**config.mk**
```make
export PLATFORM = sky130hd
export DESIGN_NAME = door_lock_ctrl
export DESIGN_NICKNAME = d
export VERILOG_FILES = /design/src/rtl/door_lock_pkg.sv /design/src/rtl/dl_timer.sv /design/src/rtl/door_lock_ctrl.sv
export SDC_FILE = /design/constraint.sdc
export NUM_CORES = 1
export LEC_CHECK = 0
export CAP_MARGIN = 40
export CORE_MARGIN = 1.5
export CORE_UTILIZATION = 40
export DETAILED_ROUTE_END_ITERATION = 6
export GPL_TIMING_DRIVEN = 0
export RECOVER_POWER = 100
export SYNTH_ARGS = -nofsm -noshare
export SYNTH_HDL_FRONTEND = slang
export SYNTH_HIERARCHICAL = 1
export SYNTH_SLANG_ARGS = --single-unit
```
**constraint.sdc**
```tcl
create_clock -name clk -period 3.55 [get_ports clk]
set_input_delay 0.355 -clock clk [delete_from_list [all_inputs] [get_ports clk]]
set_output_delay 0.355 -clock clk [all_outputs]
set_load 0.01 [all_outputs]
```
**src/rtl/door_lock_pkg.sv**
```systemverilog
// door_lock_pkg: state encodings and key constants for the PIN door lock.
// Shared by door_lock_ctrl and the display/LED block.
package door_lock_pkg;

  typedef enum logic [2:0] {
    ST_IDLE     = 3'd0,
    ST_ENTRY    = 3'd1,
    ST_CHECK    = 3'd2,
    ST_UNLOCKED = 3'd3,
    ST_ERROR    = 3'd4,
    ST_LOCKOUT  = 3'd5,
    ST_PROG     = 3'd6
  } state_e;

  localparam logic [3:0] KEY_ENTER = 4'd8;
  localparam int         DIGIT_W   = 4;

  function automatic logic is_digit(input logic [3:0] k);
    return !k[3];
  endfunction

endpackage

```
**src/rtl/dl_timer.sv**
```systemverilog
// dl_timer: loadable down-counter; expired while the count is zero.
// A load of N-1 gives a hold of exactly N cycles.
module dl_timer #(
  parameter int unsigned TMR_W = 28
) (
  input  logic             clk,
  input  logic             rst,
  input  logic             load_i,
  input  logic [TMR_W-1:0] load_val_i,
  output logic             expired_o
);

  logic [TMR_W-1:0] cnt_q;

  always_ff @(posedge clk or posedge rst) begin
    if (rst) begin
      cnt_q <= '0;
    end else if (load_i) begin
      cnt_q <= load_val_i;
    end else if (cnt_q != '0) begin
      cnt_q <= cnt_q - 1'b1;
    end
  end

  assign expired_o = (cnt_q == '0);

endmodule

```
**src/rtl/door_lock_ctrl.sv**
```systemverilog
// door_lock_ctrl: PIN-entry sequencer with timed unlock/error/lockout holds.
// Define DOOR_LOCK_PIN_CHANGE_EN to enable PIN reprogramming while unlocked.
module door_lock_ctrl
  import door_lock_pkg::*;
#(
  parameter int unsigned                   PIN_LEN      = 4,
  parameter logic [PIN_LEN*DIGIT_W-1:0]    DEFAULT_PIN  = 16'h1234,
  parameter int unsigned                   MAX_FAIL     = 3,
  parameter int unsigned                   TMR_W        = 28,
  parameter int unsigned                   ENTRY_TO_CYC = 120_000_000,
  parameter int unsigned                   UNLOCK_CYC   = 72_000_000,
  parameter int unsigned                   ERR_CYC      = 24_000_000,
  parameter int unsigned                   LOCKOUT_CYC  = 240_000_000
) (
  input  logic       clk,
  input  logic       rst,
  input  logic       key_valid_i,
  input  logic [3:0] key_idx_i,
  output logic       unlock_o,
  output logic       err_o,
  output logic       alarm_o,
  output logic [3:0] digit_cnt_o,
  output logic [2:0] fail_cnt_o,
  output logic [2:0] state_o
);

  localparam int BW = PIN_LEN * DIGIT_W;
  localparam logic [TMR_W-1:0] LD_ENT = TMR_W'(ENTRY_TO_CYC - 1);
  localparam logic [TMR_W-1:0] LD_UNL = TMR_W'(UNLOCK_CYC - 1);
  localparam logic [TMR_W-1:0] LD_ERR = TMR_W'(ERR_CYC - 1);
  localparam logic [TMR_W-1:0] LD_LCK = TMR_W'(LOCKOUT_CYC - 1);

  state_e          state_q, state_d;
  logic [BW-1:0]   ebuf_q, ebuf_d;
  logic [3:0]      cnt_q, cnt_d;
  logic            ovf_q, ovf_d;
  logic [2:0]      fail_q, fail_d;
  logic            unlock_q, err_q, alarm_q;
  logic [BW-1:0]   pin_w;
  logic            tmr_load, tmr_exp;
  logic [TMR_W-1:0] tmr_val;

  logic            key_dig, key_ent, full, match;
  logic [3:0]      digit;
  logic [2:0]      fail_inc;
  logic [BW-1:0]   ebuf_sh;

`ifdef DOOR_LOCK_PIN_CHANGE_EN
  logic [BW-1:0]   pin_q, pin_d;
  assign pin_w = pin_q;
`else
  assign pin_w = DEFAULT_PIN;
`endif

  assign key_dig  = key_valid_i && is_digit(key_idx_i);
  assign key_ent  = key_valid_i && (key_idx_i == KEY_ENTER);
  assign digit    = {1'b0, key_idx_i[2:0]} + 4'd1;
  assign full     = (cnt_q == 4'(PIN_LEN));
  assign ebuf_sh  = (ebuf_q << DIGIT_W) | BW'(digit);
  assign fail_inc = fail_q + 3'd1;
  assign match    = full && !ovf_q && (ebuf_q == pin_w);

  dl_timer #(.TMR_W(TMR_W)) u_tmr (
    .clk        (clk),
    .rst        (rst),
    .load_i     (tmr_load),
    .load_val_i (tmr_val),
    .expired_o  (tmr_exp)
  );

  always_comb begin
    state_d  = state_q;
    ebuf_d   = ebuf_q;
    cnt_d    = cnt_q;
    ovf_d    = ovf_q;
    fail_d   = fail_q;
    tmr_load = 1'b0;
    tmr_val  = LD_ENT;
`ifdef DOOR_LOCK_PIN_CHANGE_EN
    pin_d    = pin_q;
`endif
    unique case (state_q)
      ST_IDLE: begin
        if (key_dig) begin
          ebuf_d   = BW'(digit);
          cnt_d    = 4'd1;
          ovf_d    = 1'b0;
          tmr_load = 1'b1;
          state_d  = ST_ENTRY;
        end
      end
      ST_ENTRY, ST_PROG: begin
        // a key in the timeout cycle wins over the timeout
        if (key_dig) begin
          ebuf_d   = ebuf_sh;
          cnt_d    = full ? cnt_q : cnt_q + 4'd1;
          ovf_d    = ovf_q | full;
          tmr_load = 1'b1;
        end else if (key_ent && state_q == ST_ENTRY) begin
          state_d = ST_CHECK;
        end else if (key_ent || tmr_exp) begin
`ifdef DOOR_LOCK_PIN_CHANGE_EN
          if (key_ent && full && !ovf_q) pin_d = ebuf_q;
`endif
          ebuf_d  = '0;
          cnt_d   = 4'd0;
          ovf_d   = 1'b0;
          state_d = ST_IDLE;
        end
      end
      ST_CHECK: begin
        ebuf_d   = '0;
        cnt_d    = 4'd0;
        ovf_d    = 1'b0;
        tmr_load = 1'b1;
        if (match) begin
          fail_d  = 3'd0;
          tmr_val = LD_UNL;
          state_d = ST_UNLOCKED;
        end else if (fail_inc == 3'(MAX_FAIL)) begin
          fail_d  = fail_inc;
          tmr_val = LD_LCK;
          state_d = ST_LOCKOUT;
        end else begin
          fail_d  = fail_inc;
          tmr_val = LD_ERR;
          state_d = ST_ERROR;
        end
      end
      ST_UNLOCKED: begin
        if (tmr_exp) begin
          state_d = ST_IDLE;
        end else if (key_ent) begin
`ifdef DOOR_LOCK_PIN_CHANGE_EN
          tmr_load = 1'b1;
          state_d  = ST_PROG;
`else
          state_d  = ST_IDLE;
`endif
        end
      end
      ST_ERROR: begin
        if (tmr_exp) state_d = ST_IDLE;
      end
      ST_LOCKOUT: begin
        if (tmr_exp) begin
          fail_d  = 3'd0;
          state_d = ST_IDLE;
        end
      end
      default: state_d = ST_IDLE;
    endcase
  end

  always_ff @(posedge clk or posedge rst) begin
    if (rst) begin
      state_q  <= ST_IDLE;
      ebuf_q   <= '0;
      cnt_q    <= 4'd0;
      ovf_q    <= 1'b0;
      fail_q   <= 3'd0;
      unlock_q <= 1'b0;
      err_q    <= 1'b0;
      alarm_q  <= 1'b0;
    end else begin
      state_q  <= state_d;
      ebuf_q   <= ebuf_d;
      cnt_q    <= cnt_d;
      ovf_q    <= ovf_d;
      fail_q   <= fail_d;
      unlock_q <= (state_d == ST_UNLOCKED) || (state_d == ST_PROG);
      err_q    <= (state_d == ST_ERROR);
      alarm_q  <= (state_d == ST_LOCKOUT);
    end
  end

`ifdef DOOR_LOCK_PIN_CHANGE_EN
  always_ff @(posedge clk or posedge rst) begin
    if (rst) pin_q <= DEFAULT_PIN;
    else     pin_q <= pin_d;
  end
`endif

  assign unlock_o    = unlock_q;
  assign err_o       = err_q;
  assign alarm_o     = alarm_q;
  assign digit_cnt_o = cnt_q;
  assign fail_cnt_o  = fail_q;
  assign state_o     = state_q;

endmodule

```
==> flow_metrics.env, run 1 <==
export IMPL_outcome="finished clean"
export IMPL_wl_met1_um=3870
export IMPL_cts_clk_slew_worst_paths_ns=0.08
export IMPL_endpoint="digit_cnt_o[0]"
export IMPL_worst_slew_pin_slew_ns=1.01
export IMPL_ys_ff_latch=58
export IMPL_dp_cells=489
export IMPL_grt_pass1_wl_um=13700
export IMPL_reg2reg_slack_ns=0.20
export IMPL_r2r_start="u_tmr/cnt_q[11]"
export IMPL_die_area_um2=9040
export IMPL_top_layer="met4"
export IMPL_p_int_mw=1.89
export IMPL_cts_sinks=58
export IMPL_total_power_mw=3.14
export IMPL_start_kind="flip-flop"
export IMPL_setup_tns_ns=0
export IMPL_cp_data_required_time_ns=3.76
export IMPL_synth_area_leaders="dfrtp_1 (43%), a22o_1 (4.6%), xor2_1 (3.4%)"
export IMPL_initial_utilization_pct=41.3
export IMPL_netlist_area_um2=3390
export IMPL_rsz0062_at_grt="no"
export IMPL_yosys_warnings=6
export IMPL_syn_avg_cell_area_um2=9.64
export IMPL_p_comb_share_pct=42.2
export IMPL_vdd_drop_max_uv=349
export IMPL_crit_start="u_tmr/cnt_q[11]"
export IMPL_layout_common_cells="dfrtp_1 (58), nand2_1 (29), inv_1 (21), a22o_1 (18), o21ai_0 (18)"
export IMPL_crit_path_cell_trace="nor4_1 > nand3_2 > nor3_2 > buf_6 > clkbuf_1 > and2b_1 > o22ai_2 > a21oi_2 > mux2_4"
export IMPL_power_density_nw_per_um2=787
export IMPL_hold_viol_final=0
export IMPL_wl_per_cell_um=16.1
export IMPL_finClkSkew_ns=0.0135
export IMPL_cp_end_kind="flip-flop"
export IMPL_viasPerCell=5.52
export IMPL_numCtsBuffers=9
export IMPL_grt_max_degree=19
export IMPL_drc=0
export IMPL_core_um2=8220
export IMPL_fin_crit_ns=3.35
export IMPL_final_common_cell="dfrtp_1"
export IMPL_syn2layout_area_growth_pct=17.6
export IMPL_switchingPower_mw=1.25
export IMPL_synth_top_area_share_pct=42.8
export IMPL_root_buffer="clkbuf_8"
export IMPL_ff2ff_path_depth=9
export IMPL_die_height_um=95.1
export IMPL_critical_path_slowest_cell="nor4_1"
export IMPL_placed_cell_area_um2=3810
export IMPL_htree_levels=3
export IMPL_rows=33
export IMPL_yosysSeqAreaShare_pct=42.8
export IMPL_first_iter_violations=169
export IMPL_wl_um=8120
export IMPL_hold_class="in -> async"
export IMPL_critPathKind="reg -> reg"
export IMPL_wl_met3_um=226
export IMPL_arrival_ns=3.56
export IMPL_switching_share_pct=39.8
export IMPL_crit_fanout=12
export IMPL_ys_flop_type="dfrtp_1"
export IMPL_dp_hpwl_um=5750
export IMPL_critPathBufInv=2
export IMPL_io_pins=20
export IMPL_clock_path_buffers=2
export IMPL_synth_edf_count=0
export IMPL_critPathTopFamily="simple AND/OR/NAND/NOR gates"
export IMPL_finalSetupViolCount=0
export IMPL_r2r_end="digit_cnt_o[0]"
export IMPL_cap_violations=0
export IMPL_dr_pass1_iters=4
export IMPL_cts_tree="done"
export IMPL_grt_overflow_total=0
export IMPL_fmax_mhz=299
export IMPL_netlist_instances=352
export IMPL_p_leak_nw=1.70
export IMPL_gp_congestion=0.797
export IMPL_power_frac_seq_pct=36.0
export IMPL_timing_slew_headroom_pct=32.8
export IMPL_power_share_clock_pct=21.7
export IMPL_grt_total_usage_pct=19.8
export IMPL_io_buffer_count=19
export IMPL_synthArstFlopShare_pct=100
export IMPL_ys_types=66
export IMPL_slew_violations=0
export IMPL_fin_crit_sh_pct=94.4
export IMPL_antenna_found_initial=0
export IMPL_cts_hold_buffers=0
export IMPL_clock_latency_ns=0.33
export IMPL_cp_depth=9
export IMPL_critPathMaxStageDelay_ns=0.64
export IMPL_antenna_left=0
export IMPL_grt_pass1_vias=2758
export IMPL_die_w_um=95.1
export IMPL_fin_cells=505
export IMPL_layout_drive_gt1_share_pct=9.25
export IMPL_vias=2790
export IMPL_yosys_area_top_type="dfrtp_1"
export IMPL_layout_nets=410
export IMPL_dr_wl_met2_um=3940
export IMPL_design_area_um2=3990
export IMPL_antennaDiodeCount=0
Yosys cell counts, types with 3 or more instances:
cell type and count:
dfrtp_1 58, nand2_1 29, o31a_1 3, nor2_1 13
inv_1 21, o211a_1 10, xnor2_1 7, buf_6 3
o31ai_1 6, ha_1 8, a21oi_1 10, nand2b_1 17
clkbuf_1 8, o41ai_1 4, or3_1 6, o21ai_1 3
a22o_1 18, o21ai_0 15, nor4_1 7, a22oi_1 3
nor2b_1 8, nand3_1 9, buf_2 3, nor3_1 10
xor2_1 13, nor3b_1 5, nand4_1 3
worst min-delay path by stage:
stage	startpoint	end	slack, ns	cells after the start
floorplan	rst	u_tmr/cnt_q[0]	0.42	1
global placement	ebuf_q[12]	ebuf_q[12]	0.48	1
detailed placement	ebuf_q[12]	ebuf_q[12]	0.49	1
CTS	rst	ebuf_q[11]	0.43	2
global route	ebuf_q[12]	ebuf_q[12]	0.52	1
finish	rst	ebuf_q[11]	0.50	2
sequential cells by signal, summed over array words and instances (netlist names):
register / count
alarm_o: 1
digit_cnt_o: 4
ebuf_q: 16
err_o: 1
fail_cnt_o: 3
ovf_q: 1
state_o: 3
u_tmr/cnt_q: 28
unlock_o: 1
final cells by class:
class,count,area [um^2]
Inverter,21,78.8
Timing Repair Buffer,21,198
Buffer,17,95.1
Tap cell,105,131
Fill cell,768,4230
Sequential cell,58,1450
Clock inverter,7,93.8
Multi-Input combinational cell,267,1820
Clock buffer,9,124
power groups by stage:
stage               Clock [mW]  Combinational, mW  Sequential [mW]
global placement             0               1.33             1.13
floorplan                    0              0.957             1.11
CTS                      0.705               1.37             1.14
finish                   0.683               1.33             1.13
detailed placement           0               1.36             1.14
global route             0.737               1.48             1.17
per-layer routing:
metal / GRT usage [%] / up-vias
met5: 0 / -
li1: - / 1365
met1: 27.8 / 1371
met3: 2.87 / 7
met2: 30.9 / 47
met4: 7.21 / 0
logic make-up after synthesis:
logic type | Yosys count | share of synthesized area (%)
xor gates and xnor gates | 20 | 5.16
muxes | 4 | 1.40
other | 2 | 0.221
adders and majority gates | 8 | 2.95
buffers and inverters | 38 | 5.16
and+or+nand+nor | 127 | 21.2
DFF | 58 | 42.8
AOI/OAI and AO/OA | 95 | 21.1
through the flow:
stage | hold WS, ns | util, % | worst slack [ns]
CTS | 0.432 | 49.1 | 0.134
global placement | 0.482 | 45.7 | 0.00103
global route | 0.519 | 48.5 | 0.0248
floorplan | 0.420 | - | 0.557
finish | 0.502 | 48.5 | 0.200
detailed placement | 0.487 | 46.4 | 0.00546
worst register-to-register path: stages (launching register included):
cell,delay [ns]
dfrtp_1,0.43
nor4_1,0.64
nand3_2,0.32
nor3_2,0.39
buf_6,0.22
clkbuf_1,0.33
and2b_1,0.19
o22ai_2,0.08
a21oi_2,0.32
mux2_4,0.33
what timing repair did:
item / 4_1_cts / 5_1_grt
setup buffers: 0 / 0
gates resized for setup: 1 / 1
endpoints found under the setup margin: 1 / 3
(Power assumes the default switching activity.)
==> run 2, diff against run 1 <==
Settings changed: ABC_AREA set to 1.
==> run 2 against run 1 <==
Cell area increased by 6.7%. Sequential power about the same. Die area up 9.0%. Via count rose by 22%. Combinational power is 13% higher. Synthesized area is 9.3% higher. Register-to-register slack better by 0.90 ns. Utilization shrank 0.43 points. Critical path depth unchanged. Sequential share of layout area shrank 2.3 points. Fmax up 24%. Critical path type is now in -> reg. Largest cell class unchanged. Highest routed layer unchanged.
==> flow_metrics.env, run 2 <==
export IMPL_cts_tree="done"
export IMPL_vias=3400
export IMPL_design_area_um2=4260
export IMPL_layout_nets=608
export IMPL_netlist_area_um2=3710
export IMPL_fin_cells=706
export IMPL_grt_overflow_total=0
export IMPL_drc=0
export IMPL_synth_most_common_cell="nand2_1"
export IMPL_wl_per_cell_um=12.5
export IMPL_slew_violations=0
export IMPL_dp_hpwl_um=6790
export IMPL_syn2layout_area_growth_pct=14.9
export IMPL_placed_cell_area_um2=4130
export IMPL_setup_ws_ns=0.857
export IMPL_synthArstFlopShare_pct=100
export IMPL_critPathKind="in -> reg"
export IMPL_grt_pass1_wl_um=15800
export IMPL_cts_sinks=58
export IMPL_ys_ff_latch=58
export IMPL_synth_area_leaders="dfrtp_1 (39%), nand2_1 (20%), nor2_1 (7.9%)"
export IMPL_htree_levels=3
export IMPL_wl_um=8820
export IMPL_fin_crit_ns=2.69
export IMPL_finClkSkew_ns=0.0129
export IMPL_setup_tns_ns=0
export IMPL_ys_types=29
export IMPL_cts_clk_slew_worst_paths_ns=0.08
export IMPL_clock_path_buffers=2
export IMPL_crit_fanout=10
export IMPL_synth_top_area_share_pct=39.2
export IMPL_grt_pass1_vias=3392
export IMPL_power_density_nw_per_um2=792
export IMPL_layout_drive_gt1_share_pct=7.19
export IMPL_ys_flop_type="dfrtp_1"
export IMPL_netlist_instances=550
export IMPL_die_height_um=99.3
export IMPL_cts_repair_resized=0
export IMPL_timing_slew_headroom_pct=28.5
export IMPL_synthTopCellsByCount="nand2_1 (200), nor2_1 (78), inv_1 (66)"
export IMPL_arrival_ns=2.97
export IMPL_cap_violations=0
export IMPL_cp_data_required_time_ns=3.82
export IMPL_hold_viol_final=0
export IMPL_clock_latency_ns=0.34
export IMPL_numCtsBuffers=9
export IMPL_antenna_left=0
export IMPL_gp_congestion=0.900
export IMPL_root_buffer="clkbuf_8"
export IMPL_start_kind="primary input"
export IMPL_pre_cts_ws_ns=0.577
export IMPL_syn_avg_cell_area_um2=6.74
export IMPL_whs_ns=0.469
export IMPL_grt_total_usage_pct=20.0
export IMPL_cp_end_kind="flip-flop"
export IMPL_core_um2=8850
export IMPL_largest_reg_flops=28
export IMPL_io_buffer_count=19
export IMPL_dr_pass1_iters=4
export IMPL_cts_hold_buffers=0
export IMPL_hold_class="in -> async"
export IMPL_p_leak_nw=2.22
export IMPL_die_w_um=99.3
export IMPL_final_core_util_pct=48.1
export IMPL_final_common_cell="nand2_1"
export IMPL_worst_slew_pin_slew_ns=1.07
export IMPL_grt_max_degree=19
export IMPL_rsz0062_at_grt="no"
export IMPL_antenna_found_initial=0
export IMPL_yosysSeqAreaShare_pct=39.2
export IMPL_first_iter_violations=161
export IMPL_synth_edf_count=0
export IMPL_viasPerCell=4.82
export IMPL_finalSetupViolCount=0
export IMPL_antennaDiodeCount=0
export IMPL_vdd_drop_max_uv=284
export IMPL_rows=34
export IMPL_initial_utilization_pct=41.9
export IMPL_die_area_um2=9850
export IMPL_post_cts_setup_buffers=0
export IMPL_io_pins=20
export IMPL_outcome="finished clean"
export IMPL_total_power_mw=3.37
export IMPL_fin_crit_sh_pct=75.9
export IMPL_fmax_mhz=371
export IMPL_yosys_area_top_type="dfrtp_1"
export IMPL_regMostFlops="u_tmr/cnt_q"
export IMPL_yosys_warnings=6
export IMPL_dp_cells=690
export IMPL_layout_common_cells="nand2_1 (202), nor2_1 (80), inv_1 (66), dfrtp_1 (58), nand3_1 (37)"
## run 2: changes by cell type after synthesis, sizes merged, moves of 10 or more
| cell | before | now |
|---|---|---|
| o211a | 10 | 0 |
| inv | 21 | 70 |
| nor2 | 14 | 92 |
| nand2b | 17 | 0 |
| nand2 | 29 | 207 |
| o21ai | 19 | 29 |
| nand3 | 9 | 40 |
| a22o | 18 | 0 |
## run 2: kinds of logic (layout without fill, tap and decap cells)
kind of cell / Yosys count / count (layout) / synth area share [%]
other cells: 2 / 13 / 0.203
compound gates: 39 / 39 / 5.47
mux: 1 / 1 / 0.270
xor+xnor: 9 / 9 / 2.13
buf+inv: 78 / 115 / 8.58
flops: 58 / 58 / 39.2
simple gates: 355 / 355 / 41.5
fa+ha+maj: 8 / 8 / 2.70
## run 2: final cells by class
class	count	area, um^2
buffer	8	31.3
timing repair buffer	21	198
inverter	70	263
fill	936	4590
clock inverter	7	103
multi-input combinational	425	1950
tap	108	135
sequential	58	1450
clock buffer	9	124
## run 2: path summary, 6_finish.rpt
check | cells after the start | endpoint | slack, ns | startpoint
min in group clk | 2 | ebuf_q[9] | 0.47 | ebuf_q[9]
worst max-delay path | 9 | u_tmr/cnt_q[13] | 0.86 | key_valid_i
worst max register to register | 7 | u_tmr/cnt_q[13] | 1.10 | state_o[1]
max in group asynchronous | 3 | state_o[1] | 1.73 | rst
worst min register to register | 2 | ebuf_q[9] | 0.47 | ebuf_q[9]
worst min-delay path | 2 | u_tmr/cnt_q[9] | 0.47 | rst
## run 2: power breakdown
part	total, mW	switching, mW	leakage [nW]	internal (mW)
Clock	0.709	0.308	0.110	0.401
Combinational	1.50	0.982	1.37	0.520
Sequential	1.16	0.259	0.747	0.900
Total	3.37	1.55	2.22	1.82
## run 2: critical path, stage by stage
cell	delay, ns
dlygate4sd3_1	0.54
inv_1	0.07
nor2_4	0.22
nand2_1	0.13
o21ai_0	0.44
clkbuf_1	0.45
clkbuf_1	0.47
nand2_1	0.18
nand2_1	0.10
## run 2: metal layers
| metal | global-route usage [%] | wire, um | vias up |
|---|---|---|---|
| li1 | - | - | 1774 |
| met1 | 25.9 | 4180 | 1574 |
| met4 | 5.63 | 38 | 0 |
| met3 | 4.01 | 287 | 2 |
| met2 | 34.1 | 4320 | 50 |
| met5 | 0 | 0 | - |
==> run 3, diff against run 2 <==
Clock period 3.55 ns to 2.4 ns, I/O delays scaled along.
==> run 3 against run 2 <==
Sequential power grew 47%. Clock skew shrank 0.0016 ns. Worst setup slack lost 0.60 ns. Sequential cell count is the same. Critical path type unchanged. Die area is the same. Critical path depth grew 1. Global-route usage is the same. Count of clock-buffer cells in the layout is the same. Register-to-register slack lost 0.81 ns. Cell area grew 0.29%.
==> flow_metrics.env, run 3 (same netlist as run 2, synthesis figures left out) <==
export IMPL_wl_um=8820
export IMPL_grt_max_degree=19
export IMPL_dp_cells=690
export IMPL_switchingPower_mw=2.30
export IMPL_hold_viol_final=0
export IMPL_arrival_ns=2.42
export IMPL_setup_tns_ns=0
export IMPL_worst_slew_pin_slew_ns=1.07
export IMPL_p_comb_share_pct=45.1
export IMPL_die_area_um2=9850
export IMPL_dr_pass1_iters=4
export IMPL_post_cts_setup_buffers=0
export IMPL_die_height_um=99.3
export IMPL_outcome="finished clean"
export IMPL_cts_hold_buffers=0
export IMPL_io_pins=20
export IMPL_final_core_util_pct=48.3
export IMPL_io_buffer_count=19
export IMPL_dp_hpwl_um=6790
export IMPL_power_frac_seq_pct=34.0
export IMPL_design_area_um2=4270
export IMPL_nFillCells=936
export IMPL_start_kind="primary input"
export IMPL_power_density_nw_per_um2=1180
export IMPL_grt_pass1_vias=3392
export IMPL_cts_tree="done"
export IMPL_critPathKind="in -> reg"
export IMPL_gp_congestion=0.900
export IMPL_numCtsBuffers=9
export IMPL_rsz0062_at_grt="no"
export IMPL_clock_latency_ns=0.34
export IMPL_crit_fanout=19
export IMPL_cts_clk_slew_worst_paths_ns=0.08
export IMPL_fmax_mhz=467
export IMPL_final_common_cell="nand2_1"
export IMPL_critPathMaxStageDelay_ns=0.47
export IMPL_htree_levels=3
export IMPL_initial_utilization_pct=41.9
export IMPL_rows=34
export IMPL_vdd_drop_max_uv=420
export IMPL_layout_nets=607
export IMPL_critPathBufInv=4
export IMPL_r2r_end="u_tmr/cnt_q[27]"
export IMPL_crit_path_cell_trace="clkdlybuf4s50_1 > inv_1 > nor2_2 > nand2_1 > o21ai_1 > clkbuf_2 > nor2_1 > a21oi_1 > nand2_1 > inv_1"
export IMPL_viasPerCell=4.82
export IMPL_p_leak_nw=2.23
export IMPL_crit_start="key_valid_i"
export IMPL_power_share_clock_pct=20.9
export IMPL_die_w_um=99.3
export IMPL_antenna_left=0
export IMPL_root_buffer="clkbuf_8"
export IMPL_whs_ns=0.353
export IMPL_critical_path_slowest_cell="clkdlybuf4s50_1"
export IMPL_fin_crit_sh_pct=89.2
export IMPL_antennaDiodeCount=0
export IMPL_first_iter_violations=141
export IMPL_timing_slew_headroom_pct=28.4
export IMPL_fin_cells=705
export IMPL_reg2reg_slack_ns=0.29
export IMPL_cts_sinks=58
export IMPL_slew_violations=0
export IMPL_r2r_start="u_tmr/cnt_q[0]"
export IMPL_layout_drive_gt1_share_pct=8.21
export IMPL_largest_reg_flops=28
export IMPL_critPathTopFamily="buffers and inverters"
export IMPL_fin_crit_ns=2.14
export IMPL_antenna_found_initial=0
export IMPL_cap_violations=0
export IMPL_hold_class="in -> async"
export IMPL_wl_per_cell_um=12.5
export IMPL_switching_share_pct=45.7
export IMPL_grt_pass1_wl_um=15800
export IMPL_finClkSkew_ns=0.0114
export IMPL_placed_cell_area_um2=4130
export IMPL_grt_total_usage_pct=20.0
export IMPL_multi_input_area_um2=1960
export IMPL_ff_latch_area_um2=1450
export IMPL_regMostFlops="u_tmr/cnt_q"
export IMPL_cp_data_required_time_ns=2.68
export IMPL_grt_overflow_total=0
export IMPL_core_um2=8850
export IMPL_vias=3397
export IMPL_clock_path_buffers=2
export IMPL_finalSetupViolCount=0
export IMPL_p_int_mw=2.73
export IMPL_drc=0
export IMPL_syn2layout_area_growth_pct=15.2
export IMPL_cp_end_kind="flip-flop"
export IMPL_ff2ff_path_depth=12
export IMPL_layout_common_cells="nand2_1 (201), nor2_1 (79), inv_1 (66), dfrtp_1 (58), nand3_1 (37)"
==> run 3: cell count changes in the layout (fill, tap and decap cells not counted), sizes merged <==
cell / previous run / this run
clkdlybuf4s50: 4 / 5
buf: 1 / 3
dlygate4sd3: 15 / 14
clkbuf: 18 / 15
==> run 3: final cells by class <==
| class | instances | share of cell area (%) |
|---|---|---|
| Tap cell | 108 | 3.16 |
| Timing Repair Buffer | 21 | 4.63 |
| Sequential cell | 58 | 34.0 |
| Clock inverter | 7 | 2.40 |
| Inverter | 70 | 6.15 |
| Buffer | 7 | 0.908 |
| Multi-Input combinational cell | 425 | 45.9 |
| Clock buffer | 9 | 2.90 |
==> run 3: per-layer routing <==
metal | track usage, % | vias to the layer above | wire, um
met4 | 5.63 | 0 | 38
met1 | 25.9 | 1578 | 4130
li1 | - | 1770 | -
met2 | 34.1 | 47 | 4370
met5 | 0 | - | 0
met3 | 4.01 | 2 | 279
==> run 3: worst max-delay path by stage <==
stage / to / slack, ns / cells after the start
after floorplan: ebuf_q[3] / 0.47 / 15
after global placement: u_tmr/cnt_q[13] / -0.43 / 9
after detailed placement: u_tmr/cnt_q[13] / -0.46 / 9
after CTS: u_tmr/cnt_q[13] / 0.10 / 9
after global routing: ebuf_q[5] / 0.02 / 16
final: u_tmr/cnt_q[6] / 0.26 / 10
==> run 3: repair_timing <==
action / 4_1_cts / 5_1_grt
setup endpoints to repair: 9 / 8
resized for setup: 1 / 1
cloned: 0 / 0
pin swaps: 0 / 1
==> run 3: power groups by stage <==
stage,registers [mW],clock network [mW],logic [mW]
after floorplan,1.66,0,1.74
after global placement,1.72,0,2.32
after detailed placement,1.72,0,2.37
after CTS,1.71,1.08,2.38
after global routing,1.77,1.13,2.65
final,1.71,1.05,2.27
==> run 3: worst register-to-register path, stage by stage, from the launching register on <==
cell,delay [ns]
dfrtp_1,0.34
inv_1,0.08
ha_1,0.20
inv_1,0.07
nor2_1,0.05
inv_1,0.06
nor2_1,0.03
nand2_1,0.09
nor2_4,0.06
nor2_1,0.52
clkbuf_2,0.37
nand3_1,0.11
nand2_1,0.08
==> run 3: metrics by stage <==
step / setup WS (ns) / power [mW]
after floorplan: 0.469 / 3.40
after global placement: -0.426 / 4.04
after detailed placement: -0.458 / 4.09
after CTS: 0.101 / 5.17
after global routing: 0.0201 / 5.55
final: 0.259 / 5.02
